## config.mk

```make
export PLATFORM = sky130hd
export DESIGN_NAME = mux_rr_reg_flat
export DESIGN_NICKNAME = d
export VERILOG_FILES = /design/src/rtl/mux_rr_reg_if.sv /design/src/rtl/mux_rr_reg.sv /design/src/flat_wrapper.sv
export SDC_FILE = /design/constraint.sdc
export NUM_CORES = 1
export LEC_CHECK = 0
export CAP_MARGIN = 20
export CORE_MARGIN = 3
export CORE_UTILIZATION = 40
export DETAILED_ROUTE_END_ITERATION = 10
export MAX_ROUTING_LAYER = met4
export PLACE_DENSITY = 0.92
export SLEW_MARGIN = 10
export SYNTH_ARGS = -nofsm -noshare
export SYNTH_HDL_FRONTEND = slang
export SYNTH_SLANG_ARGS = --single-unit
```

## constraint.sdc

```tcl
create_clock -name clk -period 4.3 [get_ports clk]
set_input_delay 0.43 -clock clk [delete_from_list [all_inputs] [get_ports clk]]
set_output_delay 0.43 -clock clk [all_outputs]
set_load 0.02 [all_outputs]
```

## src/rtl/mux_rr_reg_if.sv

```systemverilog
// Handshake bundle between N producer channels, the channel mux and one consumer.
// master = producers/consumer side, slave = the mux itself.
interface mux_rr_reg_if #(
    parameter int WIDTH    = 4,
    parameter int CHANNELS = 4,
    parameter int SEL_W    = 2
);
    logic                      mode;
    logic [SEL_W-1:0]          sel;
    logic [CHANNELS*WIDTH-1:0] in_data;
    logic [CHANNELS-1:0]       in_valid;
    logic [CHANNELS-1:0]       in_ready;
    logic [WIDTH-1:0]          out_data;
    logic [SEL_W-1:0]          out_ch;
    logic                      out_valid;
    logic                      out_ready;

    modport master (
        output mode, sel, in_data, in_valid, out_ready,
        input  in_ready, out_data, out_ch, out_valid
    );

    modport slave (
        input  mode, sel, in_data, in_valid, out_ready,
        output in_ready, out_data, out_ch, out_valid
    );
endinterface

```

## src/rtl/mux_rr_reg.sv

```systemverilog
// N:1 channel mux, fixed-select or round-robin grant, single output register.
// Latency: 1 cycle from input transfer to out_valid; 1 word/cycle sustained.
// Backpressure: output word held while out_ready=0; all in_ready low meanwhile.
module mux_rr_reg #(
    parameter int WIDTH    = 4,
    parameter int CHANNELS = 4,
    parameter int SEL_W    = 2
) (
    input  logic          clk,
    input  logic          rst_n,
    mux_rr_reg_if.slave   bus
);

    logic [WIDTH-1:0]    out_data_q, out_data_d;
    logic [SEL_W-1:0]    out_ch_q,   out_ch_d;
    logic                out_valid_q, out_valid_d;
    logic [SEL_W-1:0]    rr_ptr_q,   rr_ptr_d;

    logic                gnt_vld;
    logic [SEL_W-1:0]    gnt_idx;
    logic [SEL_W-1:0]    scan_idx;
    logic                load_en;
    logic                xfer;
    logic [CHANNELS-1:0] in_ready_w;

    // Scan indices are reduced mod CHANNELS, so non-power-of-two sizes never
    // touch a nonexistent channel.
    always_comb begin
        gnt_vld  = 1'b0;
        gnt_idx  = '0;
        scan_idx = '0;
        if (!bus.mode) begin
            if (int'(bus.sel) < CHANNELS) begin
                if (bus.in_valid[bus.sel]) begin
                    gnt_vld = 1'b1;
                    gnt_idx = bus.sel;
                end
            end
        end else begin
            for (int i = 0; i < CHANNELS; i++) begin
                scan_idx = SEL_W'((int'(rr_ptr_q) + i) % CHANNELS);
                if (!gnt_vld && bus.in_valid[scan_idx]) begin
                    gnt_vld = 1'b1;
                    gnt_idx = scan_idx;
                end
            end
        end
    end

    assign load_en = !out_valid_q || bus.out_ready;
    assign xfer    = rst_n && gnt_vld && load_en;

    always_comb begin
        in_ready_w = '0;
        if (xfer) begin
            in_ready_w[gnt_idx] = 1'b1;
        end
    end

    always_comb begin
        out_data_d  = out_data_q;
        out_ch_d    = out_ch_q;
        out_valid_d = out_valid_q;
        rr_ptr_d    = rr_ptr_q;
        if (xfer) begin
            out_data_d  = bus.in_data[int'(gnt_idx)*WIDTH +: WIDTH];
            out_ch_d    = gnt_idx;
            out_valid_d = 1'b1;
            if (bus.mode) begin
                rr_ptr_d = (gnt_idx == SEL_W'(CHANNELS-1)) ? '0 : gnt_idx + 1'b1;
            end
        end else if (bus.out_ready) begin
            out_valid_d = 1'b0;
        end
    end

    always_ff @(posedge clk or negedge rst_n) begin
        if (!rst_n) begin
            out_data_q  <= '0;
            out_ch_q    <= '0;
            out_valid_q <= 1'b0;
            rr_ptr_q    <= '0;
        end else begin
            out_data_q  <= out_data_d;
            out_ch_q    <= out_ch_d;
            out_valid_q <= out_valid_d;
            rr_ptr_q    <= rr_ptr_d;
        end
    end

    assign bus.in_ready  = in_ready_w;
    assign bus.out_data  = out_data_q;
    assign bus.out_ch    = out_ch_q;
    assign bus.out_valid = out_valid_q;

endmodule

```

## src/flat_wrapper.sv

```systemverilog
// flat-port wrapper written by rule: the top's interface ports become plain ports
module mux_rr_reg_flat 
#(
    parameter int WIDTH    = 4,
    parameter int CHANNELS = 4,
    parameter int SEL_W    = 2
)
  (clk, rst_n, bus_mode, bus_sel, bus_in_data, bus_in_valid, bus_out_ready, bus_in_ready, bus_out_data, bus_out_ch, bus_out_valid);
  mux_rr_reg_if #(.WIDTH(WIDTH), .CHANNELS(CHANNELS), .SEL_W(SEL_W)) bus_i ();
  input  logic clk;
  input  logic rst_n;
  input wire logic [$bits(bus_i.mode)-1:0] bus_mode;
  input wire logic [$bits(bus_i.sel)-1:0] bus_sel;
  input wire logic [$bits(bus_i.in_data)-1:0] bus_in_data;
  input wire logic [$bits(bus_i.in_valid)-1:0] bus_in_valid;
  input wire logic [$bits(bus_i.out_ready)-1:0] bus_out_ready;
  output wire logic [$bits(bus_i.in_ready)-1:0] bus_in_ready;
  output wire logic [$bits(bus_i.out_data)-1:0] bus_out_data;
  output wire logic [$bits(bus_i.out_ch)-1:0] bus_out_ch;
  output wire logic [$bits(bus_i.out_valid)-1:0] bus_out_valid;
  assign bus_i.mode = bus_mode;
  assign bus_i.sel = bus_sel;
  assign bus_i.in_data = bus_in_data;
  assign bus_i.in_valid = bus_in_valid;
  assign bus_i.out_ready = bus_out_ready;
  assign bus_in_ready = bus_i.in_ready;
  assign bus_out_data = bus_i.out_data;
  assign bus_out_ch = bus_i.out_ch;
  assign bus_out_valid = bus_i.out_valid;
  mux_rr_reg #(.WIDTH(WIDTH), .CHANNELS(CHANNELS), .SEL_W(SEL_W)) u_core (.clk(clk), .rst_n(rst_n), .bus(bus_i));
endmodule
```

==> flow_metrics.tcl <==
set metrics [dict create \
    grt_remaining_overflow 0 \
    htree_levels 1 \
    timing.final.crit_share_pct 74.0 \
    dpl_cell_area_sq_um 1030 \
    root_buffer "clkbuf_4" \
    chipWidth_um 47.1 \
    synth_area_sq_um 677 \
    finalNetCount 136 \
    wl_per_cell_um 14.8 \
    multiInputGateArea_sq_um 418 \
    rows 14 \
    fin_skew_ns 0.00309 \
    status "finished clean" \
    finalPower_uw 412 \
    pre_cts_slack_ns 1.15 \
    start_util_pct 43.9 \
    dr.pass1.iters 4 \
    design_area_sq_um 1060 \
    ys_warn_count 0 \
    startpoint_type "primary input" \
    cts_tree "done" \
    track_usage_pct 20.4 \
    syn-num-nets 97 \
    worstPathArrival_ns 2.75 \
    drtAntennaViolNets 0 \
    cts.sinks 9 \
    seq_area_sq_um 225 \
    cts_made_buffers 3 \
    hold_class "in2async" \
    via_per_inst 5.54 \
    clkLatencyLatePin_ns 0.27 \
    routabilityCongestion 0.795 \
    cts_resized 0 \
    worst_pin_slew_ns 0.479 \
    fillerInstances 122 \
    drv_slew 0 \
    rsz0062_at_grt "false" \
    finalSetupTns_ns 0 \
    antenna_found_initial 0 \
    num_vias 693 \
    dp_hpwl_um 1460 \
    ys_seq_elements 9 \
    diodes 0 \
    fin_ws_ns 1.12 \
    grt_first_pass_wirelength_um 3060 \
    routed_wl_um 1850 \
    p_per_area_nw_per_um2 388 \
    cap_viol_max_count 0 \
    fmax_ghz 0.314 \
    clkTransAtPathRegs_ns 0.06 \
    drt_iter0_markers 8 \
    clock_path_buffers 2 \
    core-area_sq_um 1540 \
    ys_seq_area_share_pct 33.3 \
    syn_avg_cell_area_sq_um 9.53 \
    areaGrowthSynthToFinish_pct 56.7 \
    synth_cells 71 \
    worstSetupEndpointType "primary output" \
    grt_pass1_vias 743 \
    finalSetupViolCount 0 \
    cts_setup_buffers 0 \
    io_pins 37 \
    crit_fanout 12 \
    critPathKind "in2out" \
    slew_headroom_pct 68.0 \
    die_y_um 47.1 \
    grt_start_max_net_pins 13 \
    fin_crit_ns 3.18 \
    peakVddDrop_uv 250 \
    io_buffers 36 \
    ys_types 24 \
    timing.final.hold_violations 0 \
    critPathRequiredTime_ns 3.87 \
    postCtsHoldBufs 0 \
    die-area_sq_um 2220 \
    drive_gt1_share_pct 8.26 \
    drc 0 \
    p_leak_uw 0.000478 \
]
==> routing by layer <==
metal	part of all wire, %	global-route usage (%)	up-vias
li1	-	-	335
met1	42	22.7	313
met2	46	32.2	37
met3	8.5	4.98	8
met4	3.4	13.3	0
met5	0	-	-
==> path summary, 6_finish.rpt <==
check / cells after the start / to / start / slack, ns
setup / recovery: 7 / bus_in_ready[1] / bus_in_valid[1] / 1.12
min in group clk: 2 / u_core.bus.out_ch[1] / u_core.bus.out_ch[1] / 0.49
setup reg to reg: 5 / u_core.bus.out_data[0] / u_core.rr_ptr_q[1] / 2.57
hold / removal: 1 / u_core.bus.out_data[1] / rst_n / 0.49
max in group asynchronous: 1 / u_core.bus.out_ch[1] / rst_n / 3.49
hold reg to reg: 2 / u_core.bus.out_ch[1] / u_core.bus.out_ch[1] / 0.49
==> worst max-delay path, cell delays in order <==
cell and delay [ns]:
clkdlybuf4s50_1 0.61, mux2i_1 0.12, a22o_1 0.19, o32a_2 0.46, nand2b_1 0.21, nor2_1 0.12
clkdlybuf4s50_1 0.62
==> synth_stat cells, drive strengths merged <==
library cell,n,area [sq um]
and3,1,6.26
dfrtp,9,225
and2,1,6.26
mux2i,13,130
nor2b,2,12.5
a31oi,1,6.26
nand3,1,5.00
o21ai,1,5.00
or2,1,6.26
a31o,1,8.76
xnor2,1,8.76
buf,2,22.5
inv,3,11.3
a22o,1,8.76
o32a,1,11.3
mux2,1,15.0
o21a,2,15.0
nand2,12,47.6
o41ai,1,16.3
o221ai,6,58.8
nor2,5,18.8
nand2b,5,31.3
==> stage by stage <==
step,hold WS (ns),util [%],instances
after CTS,0.490,68.8,125
after floorplan,0.134,-,71
after global routing,0.521,68.8,125
after detailed placement,0.474,67.1,121
final,0.489,68.8,125
after global placement,0.465,67.1,121
==> layout make-up <==
type | instances | area share, %
Multi-Input combinational cell | 57 | 39.4
Timing Repair Buffer | 36 | 34.0
Sequential cell | 9 | 21.2
Clock buffer | 4 | 2.48
Tap cell | 16 | 1.89
Inverter | 3 | 1.06
==> cell families (layout without fill, tap and decap cells) <==
group                     Yosys count  count (layout)  share of synthesized area [%]
buffers and inverters               5              43                           4.99
xor gates and xnor gates            1               1                           1.29
and+or+nand+nor                    28              28                           19.8
AOI/OAI and AO/OA                  14              14                           19.2
DFF                                 9               9                           33.3
muxes                              14              14                           21.4
==> state kept, by name (all words and copies together) (netlist names) <==
name	cells
u_core.bus.out_data	4
u_core.rr_ptr_q	2
u_core.bus.out_ch	2
u_core.bus.out_valid	1
==> placed cells by master (no fill, tap or decap), types with 3 or more instances in the layout <==
cell type / synthesis / layout
mux2i_1: 13 / 13
nand2_1: 11 / 11
nand2b_1: 5 / 5
o221ai_1: 5 / 5
clkdlybuf4s50_1: 0 / 36
nor2_1: 5 / 5
dfrtp_1: 9 / 9
clkbuf_4: 0 / 3
inv_1: 3 / 3
==> where the power goes <==
group          leakage [uW]  total (uW)  internal [uW]  switching [uW]
Clock             0.0000150        66.1           35.8            30.3
Combinational      0.000354         212            112             100
Sequential         0.000108         134            113            20.8
Total              0.000478         412            260             152
No activity file was read; power rests on OpenSTA's default activity.
==> variant (same flow settings) <==
`SEL_W` is set to 2 in 3 places; all go to 3.
--- a/src/rtl/mux_rr_reg_if.sv
+++ b/src/rtl/mux_rr_reg_if.sv
@@ -3,7 +3,7 @@
 interface mux_rr_reg_if #(
     parameter int WIDTH    = 4,
     parameter int CHANNELS = 4,
-    parameter int SEL_W    = 2
+    parameter int SEL_W    = 3
 );
     logic                      mode;
     logic [SEL_W-1:0]          sel;
--- a/src/rtl/mux_rr_reg.sv
+++ b/src/rtl/mux_rr_reg.sv
@@ -4,7 +4,7 @@
 module mux_rr_reg #(
     parameter int WIDTH    = 4,
     parameter int CHANNELS = 4,
-    parameter int SEL_W    = 2
+    parameter int SEL_W    = 3
 ) (
     input  logic          clk,
     input  logic          rst_n,
--- a/src/flat_wrapper.sv
+++ b/src/flat_wrapper.sv
@@ -3,7 +3,7 @@
 #(
     parameter int WIDTH    = 4,
     parameter int CHANNELS = 4,
-    parameter int SEL_W    = 2
+    parameter int SEL_W    = 3
 )
   (clk, rst_n, bus_mode, bus_sel, bus_in_data, bus_in_valid, bus_out_ready, bus_in_ready, bus_out_data, bus_out_ch, bus_out_valid);
   mux_rr_reg_if #(.WIDTH(WIDTH), .CHANNELS(CHANNELS), .SEL_W(SEL_W)) bus_i ();
Interface: changed (resized bus_out_ch and bus_sel); port bits go from 37 to 39. No check against the original RTL was run, so the function may have changed too.
==> variant against the unedited design <==
Synthesized cell count rose by 37%. Utilization fell by 4.8 points. Sequential cell count rose by 1. Sequential power rose by 22%. Combinational power rose by 26%. Setup slack got worse by 0.39 ns. Critical endpoint is now bus_in_ready[3]. Wire length rose by 23%. Register-to-register slack got worse by 0.64 ns. Design area rose by 21%. Synthesized area rose by 26%. Via count rose by 33%. Total power rose by 25%. Critical path depth rose by 2.
==> variant: results (changes against the unedited design) <==
Outcome
The run finished with clean final reports.

Layout
The number of nets at the end of the flow is 164 (+21%). The layout cell share with drive strength beyond 1 is 9.630% (+1.4 points). The fill cell instance count of the final layout is 165 (+35%).

Placed design
The placer's final routability congestion estimate was 0.8275 (+4.1%). The worst slack at placement is 0.7211 ns (-0.4321 ns). The post-DP HPWL is 1796 microns (+23%). The total of buffers placed on input and output ports was 38 (+5.6%).

Worst setup path
The capture point of the worst reg-to-reg path is u_core.rr_ptr_q[1]. The peak fanout along the critical path is 14 (+2). In this run the worst setup path begins at bus_in_valid[3].

Following the worst setup path forward leads to its endpoint at bus_in_ready[3]. The cell count of the worst reg-to-reg path was 6 (+1). The arrival time of data at the critical path endpoint is 3.14 ns (+0.39 ns). The worst reg-to-reg setup slack came to 1.93 ns (-0.64 ns).

Die
The cell row count was 16 (+2).

Global routing
The met2 routing resource usage after global routing is 31.17% (-1.1 points). The via count of the first global-routing pass is 814 (+9.6%). The first-pass GRT wire length is 3788 microns (+24%). The met1 track demand over resource in global routing is 23.23% (+0.56 points). The maximum number of pins on one net before global-route repair was 16 (+3). The met3 capacity usage during global routing is 4.274% (-0.71 points). The total global-route track usage came to 19.04% (-1.4 points).

Power and ir drop
The peak ir drop on the vdd network is 0.0003225 V (+29%). The combinational group share of total power came to 51.9% (+0.4 points). The power consumed by sequential cells is 0.163 mW (+22%). The standby leakage power is 0.5219 nW (+9.2%).

STA
The setup skew after layout was 0.001832 ns (-0.001255 ns). The slew at the pin closest to its max-slew limit is 0.6197 ns (+0.1409 ns). The final clock period utilization by the worst path is 83.12% (+9.1 points).

Logic synthesis
The post-synth net total is 125 (+29%). The fraction of synthesized area in multiplexers is 9.357% (-12 points). Yosys attributes the largest share of cell area to sky130_fd_sc_hd__dfrtp_1, sky130_fd_sc_hd__o31ai_1, sky130_fd_sc_hd__mux2_2. In the synthesized netlist, the cells that appear most often are sky130_fd_sc_hd__dfrtp_1, sky130_fd_sc_hd__nand2_1, sky130_fd_sc_hd__inv_1. The share of synthesized area occupied by flip-flops and latches was 29.24% (-4.0 points). The count of cell types in the netlist is 40 (+67%).

Drt
The mean routed wirelength per cell was 14.06 microns (-5.0%). The number of DRC violations after detailed-routing iteration 0 is 22 (+14). The routed via count came to 924 (+33%).

Worst hold path
In this run the worst hold path is classified as input port to asynchronous set/reset pin.
variant: cell count changes after synthesis, sizes merged, moves of 3 or more:
cell	delta
mux2i	-11
o221ai	-6
a211oi	+5
a21boi	+5
o31ai	+5
nand2	-4
nand3	+4
o21ai	+4
and3	+3
inv	+3
nor3	+3
variant: layout make-up:
cell class | instances | area (sq um) | area share (%)
Multi-Input combinational cell | 77 | 558.0 | 43.55
Timing Repair Buffer | 38 | 380.4 | 29.69
Sequential cell | 10 | 250.2 | 19.53
Clock buffer | 4 | 36.28 | 2.832
Tap cell | 27 | 33.78 | 2.637
Inverter | 6 | 22.52 | 1.758
variant: per-stage QoR:
| step | instance area [sq um] | hold slack [ns] | instances |
|---|---|---|---|
| floorplan | 855.8 | 0.1344 | 97 |
| detailed placement | 1245 | 0.4845 | 158 |
| global route | 1281 | 0.5181 | 162 |
| finish | 1281 | 0.4969 | 162 |
| CTS | 1281 | 0.5036 | 162 |
| global placement | 1245 | 0.4715 | 158 |
